## src/rtl/img_pkg.sv

```systemverilog
// Shared constants and writer state encoding for the image DDR path.
// Imported by img_ddr_writer.
package img_pkg;

  localparam int LINE_WORDS   = 256;
  localparam int IMAGE_WORDS  = 262144;
  localparam int PACKET_WORDS = IMAGE_WORDS + LINE_WORDS;

  localparam logic [1:0] AXI_RESP_OKAY = 2'b00;

  localparam logic [1:0] FT_2D = 2'd0;
  localparam logic [1:0] FT_3D = 2'd1;

  typedef enum logic [2:0] {
    WR_IDLE,
    WR_ADDR,
    WR_DATA,
    WR_RESP,
    WR_COMMIT
  } wr_state_t;

endpackage

```

## src/rtl/img_ddr_writer.sv

```systemverilog
// Drains the FWFT packet FIFO into DDR as fixed-length AXI4 INCR bursts.
// Ports: FIFO read side, frame_store in, AXI4 AW/W/B master, frame_done/status out.
module img_ddr_writer
  import img_pkg::*;
#(
  parameter int                    ADDR_WIDTH       = 32,
  parameter logic [ADDR_WIDTH-1:0] BASE_ADDR        = 'h8000_0000,
  parameter logic [ADDR_WIDTH-1:0] FRAME_STRIDE     = 'h0020_0000,
  parameter int                    NUM_BUF          = 4,
  parameter int                    BURST_LEN        = 256,
  parameter int                    BURSTS_PER_FRAME = 1025,
  parameter int                    CNT_WIDTH        = 11
) (
  input  logic                       clk,
  input  logic                       rst_n,
  input  logic                       enable,
  input  logic [31:0]                fifo_rddata,
  input  logic                       fifo_empty,
  input  logic [CNT_WIDTH-1:0]       fifo_rd_count,
  output logic                       fifo_rden,
  input  logic                       frame_store,
  input  logic [1:0]                 frame_type_i,
  output logic [ADDR_WIDTH-1:0]      m_axi_awaddr,
  output logic [7:0]                 m_axi_awlen,
  output logic [2:0]                 m_axi_awsize,
  output logic [1:0]                 m_axi_awburst,
  output logic                       m_axi_awvalid,
  input  logic                       m_axi_awready,
  output logic [31:0]                m_axi_wdata,
  output logic [3:0]                 m_axi_wstrb,
  output logic                       m_axi_wlast,
  output logic                       m_axi_wvalid,
  input  logic                       m_axi_wready,
  input  logic [1:0]                 m_axi_bresp,
  input  logic                       m_axi_bvalid,
  output logic                       m_axi_bready,
  output logic                       frame_done,
  output logic [$clog2(NUM_BUF)-1:0] frame_done_buf,
  output logic [1:0]                 frame_done_type,
  output logic                       busy,
  output logic                       resp_err,
  output logic                       store_overrun,
  output logic                       fifo_underrun
);

  localparam int BUF_W = $clog2(NUM_BUF);

  localparam logic [7:0] LAST_BEAT =
    8'(BURST_LEN - 1);
  localparam logic [10:0] LAST_BURST =
    11'(BURSTS_PER_FRAME - 1);
  localparam logic [ADDR_WIDTH-1:0] BURST_BYTES =
    ADDR_WIDTH'(BURST_LEN * 4);
  localparam logic [CNT_WIDTH-1:0] START_LVL =
    CNT_WIDTH'(BURST_LEN);

  wr_state_t        state;
  logic [BUF_W-1:0] buf_idx;
  logic [10:0]      burst_cnt;
  logic [7:0]       beat_cnt;
  logic             store_pend;
  logic [1:0]       type_q;

  logic                  commit;
  logic                  start;
  logic [ADDR_WIDTH-1:0] next_addr;

  assign m_axi_awlen   = 8'(BURST_LEN - 1);
  assign m_axi_awsize  = 3'b010;
  assign m_axi_awburst = 2'b01;
  assign m_axi_wstrb   = 4'hF;
  assign m_axi_wdata   = fifo_rddata;
  assign m_axi_wlast   = m_axi_wvalid &&
                         (beat_cnt == LAST_BEAT);
  assign fifo_rden     = m_axi_wvalid && m_axi_wready;
  assign busy          = (state != WR_IDLE) ||
                         (burst_cnt != '0);

  // A store pulse in the COMMIT cycle itself is enough to commit.
  assign commit = (state == WR_COMMIT) &&
                  (store_pend || frame_store);
  assign start  = enable &&
                  (fifo_rd_count >= START_LVL);

  assign next_addr = BASE_ADDR
    + ADDR_WIDTH'(buf_idx) * FRAME_STRIDE
    + ADDR_WIDTH'(burst_cnt) * BURST_BYTES;

  always_ff @(posedge clk) begin
    if (!rst_n) begin
      state           <= WR_IDLE;
      buf_idx         <= '0;
      burst_cnt       <= '0;
      beat_cnt        <= '0;
      store_pend      <= 1'b0;
      type_q          <= '0;
      m_axi_awaddr    <= '0;
      m_axi_awvalid   <= 1'b0;
      m_axi_wvalid    <= 1'b0;
      m_axi_bready    <= 1'b0;
      frame_done      <= 1'b0;
      frame_done_buf  <= '0;
      frame_done_type <= '0;
      resp_err        <= 1'b0;
      store_overrun   <= 1'b0;
      fifo_underrun   <= 1'b0;
    end else begin
      frame_done <= 1'b0;

      if (m_axi_wvalid && fifo_empty)
        fifo_underrun <= 1'b1;

      // A store landing while the previous one is being
      // committed belongs to the next frame.
      if (frame_store && store_pend && !commit)
        store_overrun <= 1'b1;
      if (frame_store && (!store_pend || commit))
        type_q <= frame_type_i;
      if (commit)
        store_pend <= store_pend && frame_store;
      else if (frame_store)
        store_pend <= 1'b1;

      unique case (state)
        WR_IDLE: begin
          if (start) begin
            m_axi_awaddr  <= next_addr;
            m_axi_awvalid <= 1'b1;
            state         <= WR_ADDR;
          end
        end
        WR_ADDR: begin
          if (m_axi_awready) begin
            m_axi_awvalid <= 1'b0;
            m_axi_wvalid  <= 1'b1;
            beat_cnt      <= '0;
            state         <= WR_DATA;
          end
        end
        WR_DATA: begin
          if (m_axi_wready) begin
            beat_cnt <= beat_cnt + 8'd1;
            if (beat_cnt == LAST_BEAT) begin
              m_axi_wvalid <= 1'b0;
              m_axi_bready <= 1'b1;
              state        <= WR_RESP;
            end
          end
        end
        WR_RESP: begin
          if (m_axi_bvalid) begin
            m_axi_bready <= 1'b0;
            if (m_axi_bresp != AXI_RESP_OKAY)
              resp_err <= 1'b1;
            if (burst_cnt == LAST_BURST) begin
              state <= WR_COMMIT;
            end else begin
              burst_cnt <= burst_cnt + 11'd1;
              state     <= WR_IDLE;
            end
          end
        end
        WR_COMMIT: begin
          if (commit) begin
            frame_done      <= 1'b1;
            frame_done_buf  <= buf_idx;
            frame_done_type <= store_pend ? type_q
                                          : frame_type_i;
            burst_cnt       <= '0;
            buf_idx         <= buf_idx + 1'b1;
            state           <= WR_IDLE;
          end
        end
        default: state <= WR_IDLE;
      endcase
    end
  end

endmodule

```

## config.mk

```make
export PLATFORM = sky130hd
export DESIGN_NAME = img_ddr_writer
export DESIGN_NICKNAME = d
export VERILOG_FILES = /design/src/rtl/img_pkg.sv /design/src/rtl/img_ddr_writer.sv
export SDC_FILE = /design/constraint.sdc
export NUM_CORES = 1
export LEC_CHECK = 0
export BUFFER_PORTS_ARGS = -buffer_cell sky130_fd_sc_hd__buf_4
export CAP_MARGIN = 5
export CORE_ASPECT_RATIO = 1.25
export CORE_MARGIN = 2
export CORE_UTILIZATION = 40
export CTS_BUF_LIST = sky130_fd_sc_hd__clkbuf_8 sky130_fd_sc_hd__clkbuf_16
export DETAILED_ROUTE_END_ITERATION = 12
export PLACE_DENSITY = 0.69
export SYNTH_ARGS = -nofsm -noshare
export SYNTH_HDL_FRONTEND = slang
export SYNTH_SLANG_ARGS = --single-unit
```

## constraint.sdc

```tcl
create_clock -name clk -period 2 [get_ports clk]
set_input_delay 0.2 -clock clk [delete_from_list [all_inputs] [get_ports clk]]
set_output_delay 0.2 -clock clk [all_outputs]
set_load 0.005 [all_outputs]
```

==> results of run 1 <==
## how the worst max path moves through the flow
stage	endpoint	slack (ns)	startpoint
after floorplan	burst_cnt[3]	0.32	burst_cnt[0]
after detailed placement	m_axi_awaddr[18]	0.07	state[1]
after global routing	burst_cnt[3]	-0.02	state[0]
after CTS	m_axi_awaddr[18]	0.03	state[1]
final	burst_cnt[4]	0.11	state[0]
after global placement	m_axi_awaddr[18]	0.12	state[1]
## report_power, final
group / switching (uW) / total, uW / internal [uW]
combinational: 170 / 297 / 126
sequential: 53.8 / 1120 / 1070
clock: 346 / 626 / 281
## through the flow
stage          instance area (um2)  setup WS (ns)   util  TNS (ns)  hold slack (ns)
3_5_place_dp                  2950         0.0701  0.420         0            0.400
3_3_place_gp                  2950          0.119  0.420         0            0.400
5_1_grt                       3060        -0.0242  0.436   -0.0851            0.114
2_1_floorplan                 3030          0.317      -         0            0.336
6_report                      3060          0.111  0.436         0            0.115
4_1_cts                       3050         0.0343  0.434         0            0.110
## worst reg2reg max path, delay by kind of cell (launching register included)
| kind | cells | cell delay, ns |
|---|---|---|
| buffers and inverters | 1 | 0.23 |
| AOI/OAI and AO/OA | 2 | 0.38 |
| and+or+nand+nor | 2 | 0.76 |
| DFF | 1 | 0.46 |
## area by class of cell
type                       instances  area share
sequential                        52       0.341
timing repair buffer              50       0.123
tap                               90      0.0368
clock buffer                       6      0.0270
inverter                           8     0.00981
multi-input combinational        239       0.458
clock inverter                     2     0.00491
## sequential cells by signal, indices dropped and copies added (netlist names)
name             count
frame_done_type      2
buf_idx              2
resp_err             1
frame_done_buf       2
m_axi_wvalid         1
burst_cnt           11
m_axi_bready         1
state                3
frame_done           1
store_overrun        1
fifo_underrun        1
store_pend           1
m_axi_awvalid        1
m_axi_awaddr        14
type_q               2
beat_cnt             8
## layout by cell type (no fill, tap or decap), drive strengths merged, types with 7 or more instances in the layout
cell type	synthesis	layout
dfxtp	52	52
buf	73	50
nand2	47	47
conb	2	35
a21oi	30	30
nor2	21	21
nand3	9	9
mux2i	8	8
inv	8	8
o31ai	7	7
or4	7	7
## layer usage
layer / vias up / routed length, um
met5: - / 0
met4: 0 / 105
met3: 15 / 449
met2: 86 / 2730
met1: 1051 / 2360
li1: 1115 / -
## timing repair
action | in CTS | in global routing
gates resized for setup | 0 | 3
endpoints found under the setup margin | 0 | 15
hold buffers | 0 | 0
buffers inserted | 0 | 0
## logic make-up after synthesis
family / Yosys count / share of synthesized area
compound gates: 64 / 0.144
xor+xnor: 8 / 0.0241
fa+ha+maj: 3 / 0.0129
buf+inv: 87 / 0.206
flops: 52 / 0.358
mux: 8 / 0.0276
other cells: 2 / 0.00258
simple gates: 121 / 0.224
==> metrics.txt, run 1 <==
routed vias/inst=between 5 and 6; Total Routing Usage GR=0.142; fin crit period=roughly 1.9 ns; Critical Path Start Type=flip-flop; Syn Inst Count=~350; Layout area overhead=5.34%; CP Buf/Inv Count=1; hold path endpoint=fifo_underrun; r2r worst-path depth=5; DR DRC count=0; prevailing post-synth register cell=dfxtp_1; RR Endpoint=burst_cnt[4]; critical path class=flip-flop to flip-flop; placed cells=439; Die H=between 90 and 100 um; Synthesis Warnings=0; Clock transition at path regs=0.10 ns; met2 Use GR=0.231; TritonCTS clock tree=built; overall power=2040 uW; register area share after synthesis=0.358; Crit path depth=5; CTS root buf=clkbuf_8; post-route ant nets=0; Crit path largest cell delay=0.54 ns; initial antenna violation count=0; part of the cycle the worst path needs=0.945; hold depth=3; ANT cells=0; fmax=529 MHz; count leader, synth=buf_4; fraction of layout cells with a size suffix above 1=0.204; # rows=34; Req. time, crit path=roughly 2.2 ns; Synth top area share=0.358; final cell count without fillers=447; Layout Nets=approximately 410; Max-slew headroom=0.502; Avg Synthesized Cell Area=between 8 and 9 um2; Slew @ Worst Pin=about 0.74 ns; Yosys reg bits=52; status=completed; clock sink count=52; htree depth=2; area occupied by multi-input gates=approximately 1400 um2; post-DP HPWL=roughly 4200 um; top cells by area, synth=dfxtp_1 36%, buf_4 18%, nand2_1 6.1%; grt met3 use=0.0354; PD cells=roughly 670 nW/um2; Hold Crit Class=input pin to flip-flop; CP Capture Type=flip-flop; 1st-iter DRT viols=between 100 and 150; commonest cells in the netlist=68 x buf_4, 52 x dfxtp_1, 47 x nand2_1, 29 x a21oi_1, 20 x nor2_1; Routed WL=5640 um; # fillers=718; Post-synth EDFFs=0; Boundary Pins=150; leakage=approximately 0.0012 uW; Initial Util=0.414; synthesized area=around 2900 um2; Die X=approximately 80 um; 1st-pass router iterations=4; R2R setup slack=0.11 ns; Worst EP arrival=2.12 ns; die area=roughly 8000 um2; post-synth cell types=53; critical path, cell by cell=buf_4, nor3b_4, a21oi_2, or4_1, a21boi_1; Max clock buf depth=2; worst r2r src=state[0]; cts bufs inserted=5; vias in the first global route=about 2000; max_cap viols=0; Final setup viols=0; Crit path max-delay family=simple AND/OR/NAND/NOR gates; gr ovfl total=0; Clock Skew=~0.013 ns; Max VDD drop=around 0.37 mV; first-pass GRT wire length=just over 9000 um; gpl congestion=between 0.8 and 0.9; PortBufs=42; RSZ-0062 raised after global routing=yes; core area=approximately 7000 um2; largest net degree at the start of global routing=23; Reg area=1040 um2; max-slew violations=0; worst skew pair latency=about 0.31 ns; Synth async-reset ratio=0; area leader, netlist=dfxtp_1; Routed WL per cell=approximately 13 um; Max FO, Critical Path=16; GR peak layer=met2; Hold Startpoint=fifo_empty; met1 usage=0.180; Max stage delay cell, worst path=or4_1; Final Hold Vio Count=0; Via Count=around 2300
(Power assumes the default switching activity.)
==> inputs of run 2 (changes only) <==
Settings changed: CORE_MARGIN 2 to default, MAX_ROUTING_LAYER from default to met4.
==> run 2 against run 1 <==
  * Combinational power rose by 7.4%
  * Critical endpoint is now beat_cnt[6]
  * Clock power rose by 55%
  * Flip-flop and latch count did not move
  * Worst hold slack improved by 0.026 ns
  * Die area fell by 4.5%
  * Cell count rose by 0.67%
==> metrics.txt, run 2 (synthesis gave the netlist of run 1 again) <==
Initial Util=0.416; status=completed; Final setup viols=0; area occupied by multi-input gates=1390 um2; switching share of power=0.236; post-route ant nets=0; worst skew pair latency=0.30 ns; # rows=34; r2r worst-path depth=4; commonest non-fill, non-tap cell in the layout=buf_4; gpl congestion=around 0.84; Critical Path Start Type=flip-flop; most frequent cells in the layout=53 x buf_4, 52 x dfxtp_1, 47 x nand2_1; max reg flops=14; Req. time, crit path=2.20 ns; first-pass GRT wire length=a little over 9000 um; Clock Skew=0.00440 ns; # fillers=697; core area=roughly 7000 um2; NetSw=approximately 570 uW; htree depth=2; 1st-pass router iterations=5; Routed WL per cell=12.4 um; PortBufs=42; Max-slew headroom=0.587; post-DP HPWL=around 4100 um; vias in the first global route=2089; critical path class=flip-flop to flip-flop; die area=7610 um2; part of the cycle the worst path needs=0.892; overall power=around 2400 uW; cts bufs inserted=5; Slew @ Worst Pin=approximately 0.62 ns; initial antenna violation count=0; final core occ=0.449; TritonCTS clock tree=built; CTS hold repair buffers=0; fraction of layout cells with a size suffix above 1=0.206; leakage=0.00123 uW; Comb power frac=0.133; Most flops, register=m_axi_awaddr; Max VDD drop=between 0.3 and 0.4 mV; Die X=78.2 um; Worst EP arrival=a little under 2 ns; Hold Crit Class=input pin to flip-flop; clock sink count=52; Clock transition at path regs=roughly 0.09 ns; Max clock buf depth=2; Total Routing Usage GR=0.154; DR DRC count=0; setup_tns=0 ns; sequential power share=0.462; fmax=560 MHz; max_cap viols=0; PD cells=between 700 and 800 nW/um2; Largest regs=m_axi_awaddr (14), burst_cnt (11), beat_cnt (8); Max FO, Critical Path=11; max-slew violations=0; PostCTS Resize Cnt=0; Layout Nets=417; RSZ-0062 raised after global routing=no; Die H=97.3 um; P_int=1830 uW; Boundary Pins=150; hold depth=3; ANT cells=0; largest net degree at the start of global routing=25; CP Capture Type=flip-flop; Final Hold Vio Count=0; routed vias/inst=around 5; Max stage delay cell, worst path=dfxtp_1; Via Count=between 2000 and 2500; 1st-iter DRT viols=143; Routed WL=5560 um; Post-CTS Setup Inserts=0; gr ovfl total=0; worst r2r src=state[1]; CP Launch Point=state[1]; fin crit period=1.78 ns; critical path, cell by cell=nand3b_2, a211oi_1, a21oi_1, a31o_2; Reg area=around 1000 um2; Hold Startpoint=fifo_empty; clock power share=0.405; CTS root buf=clkbuf_8; Layout area overhead=7.71%; Crit path largest cell delay=0.57 ns
-- run 2: cell types whose count changed in the layout (fill, tap and decap cells not counted), sizes merged --
cell,before,now
buf,50,53
clkinvlp,2,0
clkbuf,6,5
bufinv,0,3
-- run 2: per-layer routing --
metal	wire length, um	GRT usage
met5	0	-
met1	2390	0.171
met2	2780	0.267
met4	57	0.0442
met3	327	0.0394
-- run 2: critical path: cells and delay by family (launching register included) --
family	cells	cell delay [ns]
flip-flops	1	0.57
AND/OR/NAND/NOR	1	0.23
AO/OA/AOI/OAI	3	0.89
-- run 2: cell type report --
type,instances,area share
multi-input cells,239,0.444
flip-flops and latches,52,0.333
repair buffers,53,0.127
well taps,90,0.0360
clock inverters,3,0.0288
clock buffers,5,0.0220
inverters,8,0.00960
-- run 2: power by group through the flow --
stage | sequential, uW | combinational [uW] | clock, uW
after floorplan | 1120 | 306 | 0
after global routing | 1110 | 357 | 1040
after global placement | 1130 | 313 | 0
final | 1110 | 319 | 970
after CTS | 1110 | 319 | 991
after detailed placement | 1130 | 318 | 0
-- run 2: final timing paths --
path	endpoint	slack (ns)
worst min-delay path	fifo_underrun	0.14
worst min register to register	m_axi_awaddr[17]	0.46
worst max register to register	beat_cnt[6]	0.22
worst max-delay path	beat_cnt[6]	0.22
-- run 2: metrics by stage --
step	hold WS [ns]	std cells	area [um2]	setup slack (ns)
floorplan	0.336	378	3030	0.317
global placement	0.400	442	2970	0.281
detailed placement	0.400	442	2970	0.244
CTS	0.124	450	3130	0.215
global route	0.151	450	3130	0.0466
finish	0.142	450	3130	0.215
==> inputs of run 3 (changes only) <==
Settings changed: ABC_AREA from default to 1, PLACE_DENSITY 0.69 to 0.68.
==> run 3 against run 2 <==
  * The run now fails in 5_2_route
  * Synthesized cell count rose by 30%
  * Global-route usage grew 0.59 points
  * Synthesized area rose by 4.0%
==> metrics.txt, run 3 <==
Initial Util=0.411; prevailing post-synth register cell=dfxtp_1; register area share after synthesis=0.344; area leader, netlist=dfxtp_1; vias in the first global route=around 2200; Avg Synthesized Cell Area=between 6 and 7 um2; # rows=35; PortBufs=42; Fail Step=5_2_route; Stop Error=[ERROR DRT-0255] Maze Route cannot find path of net fifo_rddata[11] in worker of routeBox ( 48300 0 ) ( 79755 48300 ).; largest net degree at the start of global routing=26; commonest cells in the netlist=95 x nand2_1, 68 x buf_4, 66 x nor2_1, 52 x dfxtp_1, 47 x inv_1; placed cells=540; gr ovfl total=0; gpl congestion=0.823; Max clock buf depth=2; post-synth cell types=30; post-DP HPWL=4430 um; Synth top area share=0.344; initial antenna violation count=0; PostCTS Resize Cnt=0; top cells by area, synth=dfxtp_1 34%, buf_4 17%, nand2_1 12%; cts bufs inserted=5; Boundary Pins=150; synthesized area=between 3000 and 4000 um2; Yosys reg bits=52; Total Routing Usage GR=0.160; Die H=about 99 um; htree depth=2; Synthesis Warnings=0; Syn Inst Count=approximately 450; first-pass GRT wire length=between 9000 and 10000 um; CTS root buf=clkbuf_8; count leader, synth=nand2_1; Synth async-reset ratio=0; CTS hold repair buffers=0; Post-CTS Setup Inserts=0; clock sink count=52; Die X=79.8 um; status=did not finish; Post-synth EDFFs=0
==> run 3: changes by cell type after synthesis, moves of 5 or more <==
cell | previous run | this run
nand2_1 | 47 | 95
o21ai_0 | 6 | 27
mux2i_1 | 8 | 0
nand3_1 | 9 | 15
a21boi_1 | 6 | 0
inv_1 | 7 | 47
a21oi_1 | 29 | 34
nor2_1 | 20 | 66
o31ai_1 | 7 | 0
or4_1 | 7 | 0
==> run 3: cell families after synthesis <==
| kind of cell | Yosys count | share of synthesized area |
|---|---|---|
| xor gates and xnor gates | 4 | 0.0116 |
| buffers and inverters | 129 | 0.249 |
| DFF | 52 | 0.344 |
| other | 2 | 0.00248 |
| AOI/OAI and AO/OA | 66 | 0.111 |
| and+or+nand+nor | 193 | 0.269 |
| adders and majority gates | 3 | 0.0124 |
==> run 3: metal layers <==
metal,global-route usage
met1,0.183
met3,0.0321
met2,0.264
met4,0.0755
met5,-
==> run 3: through the flow <==
stage / setup WS (ns) / cell area, um2 / util
floorplan: 0.685 / 3150 / -
global placement: 0.438 / 3030 / 0.412
detailed placement: 0.399 / 3030 / 0.412
CTS: 0.291 / 3140 / 0.427
global route: 0.173 / 3140 / 0.427
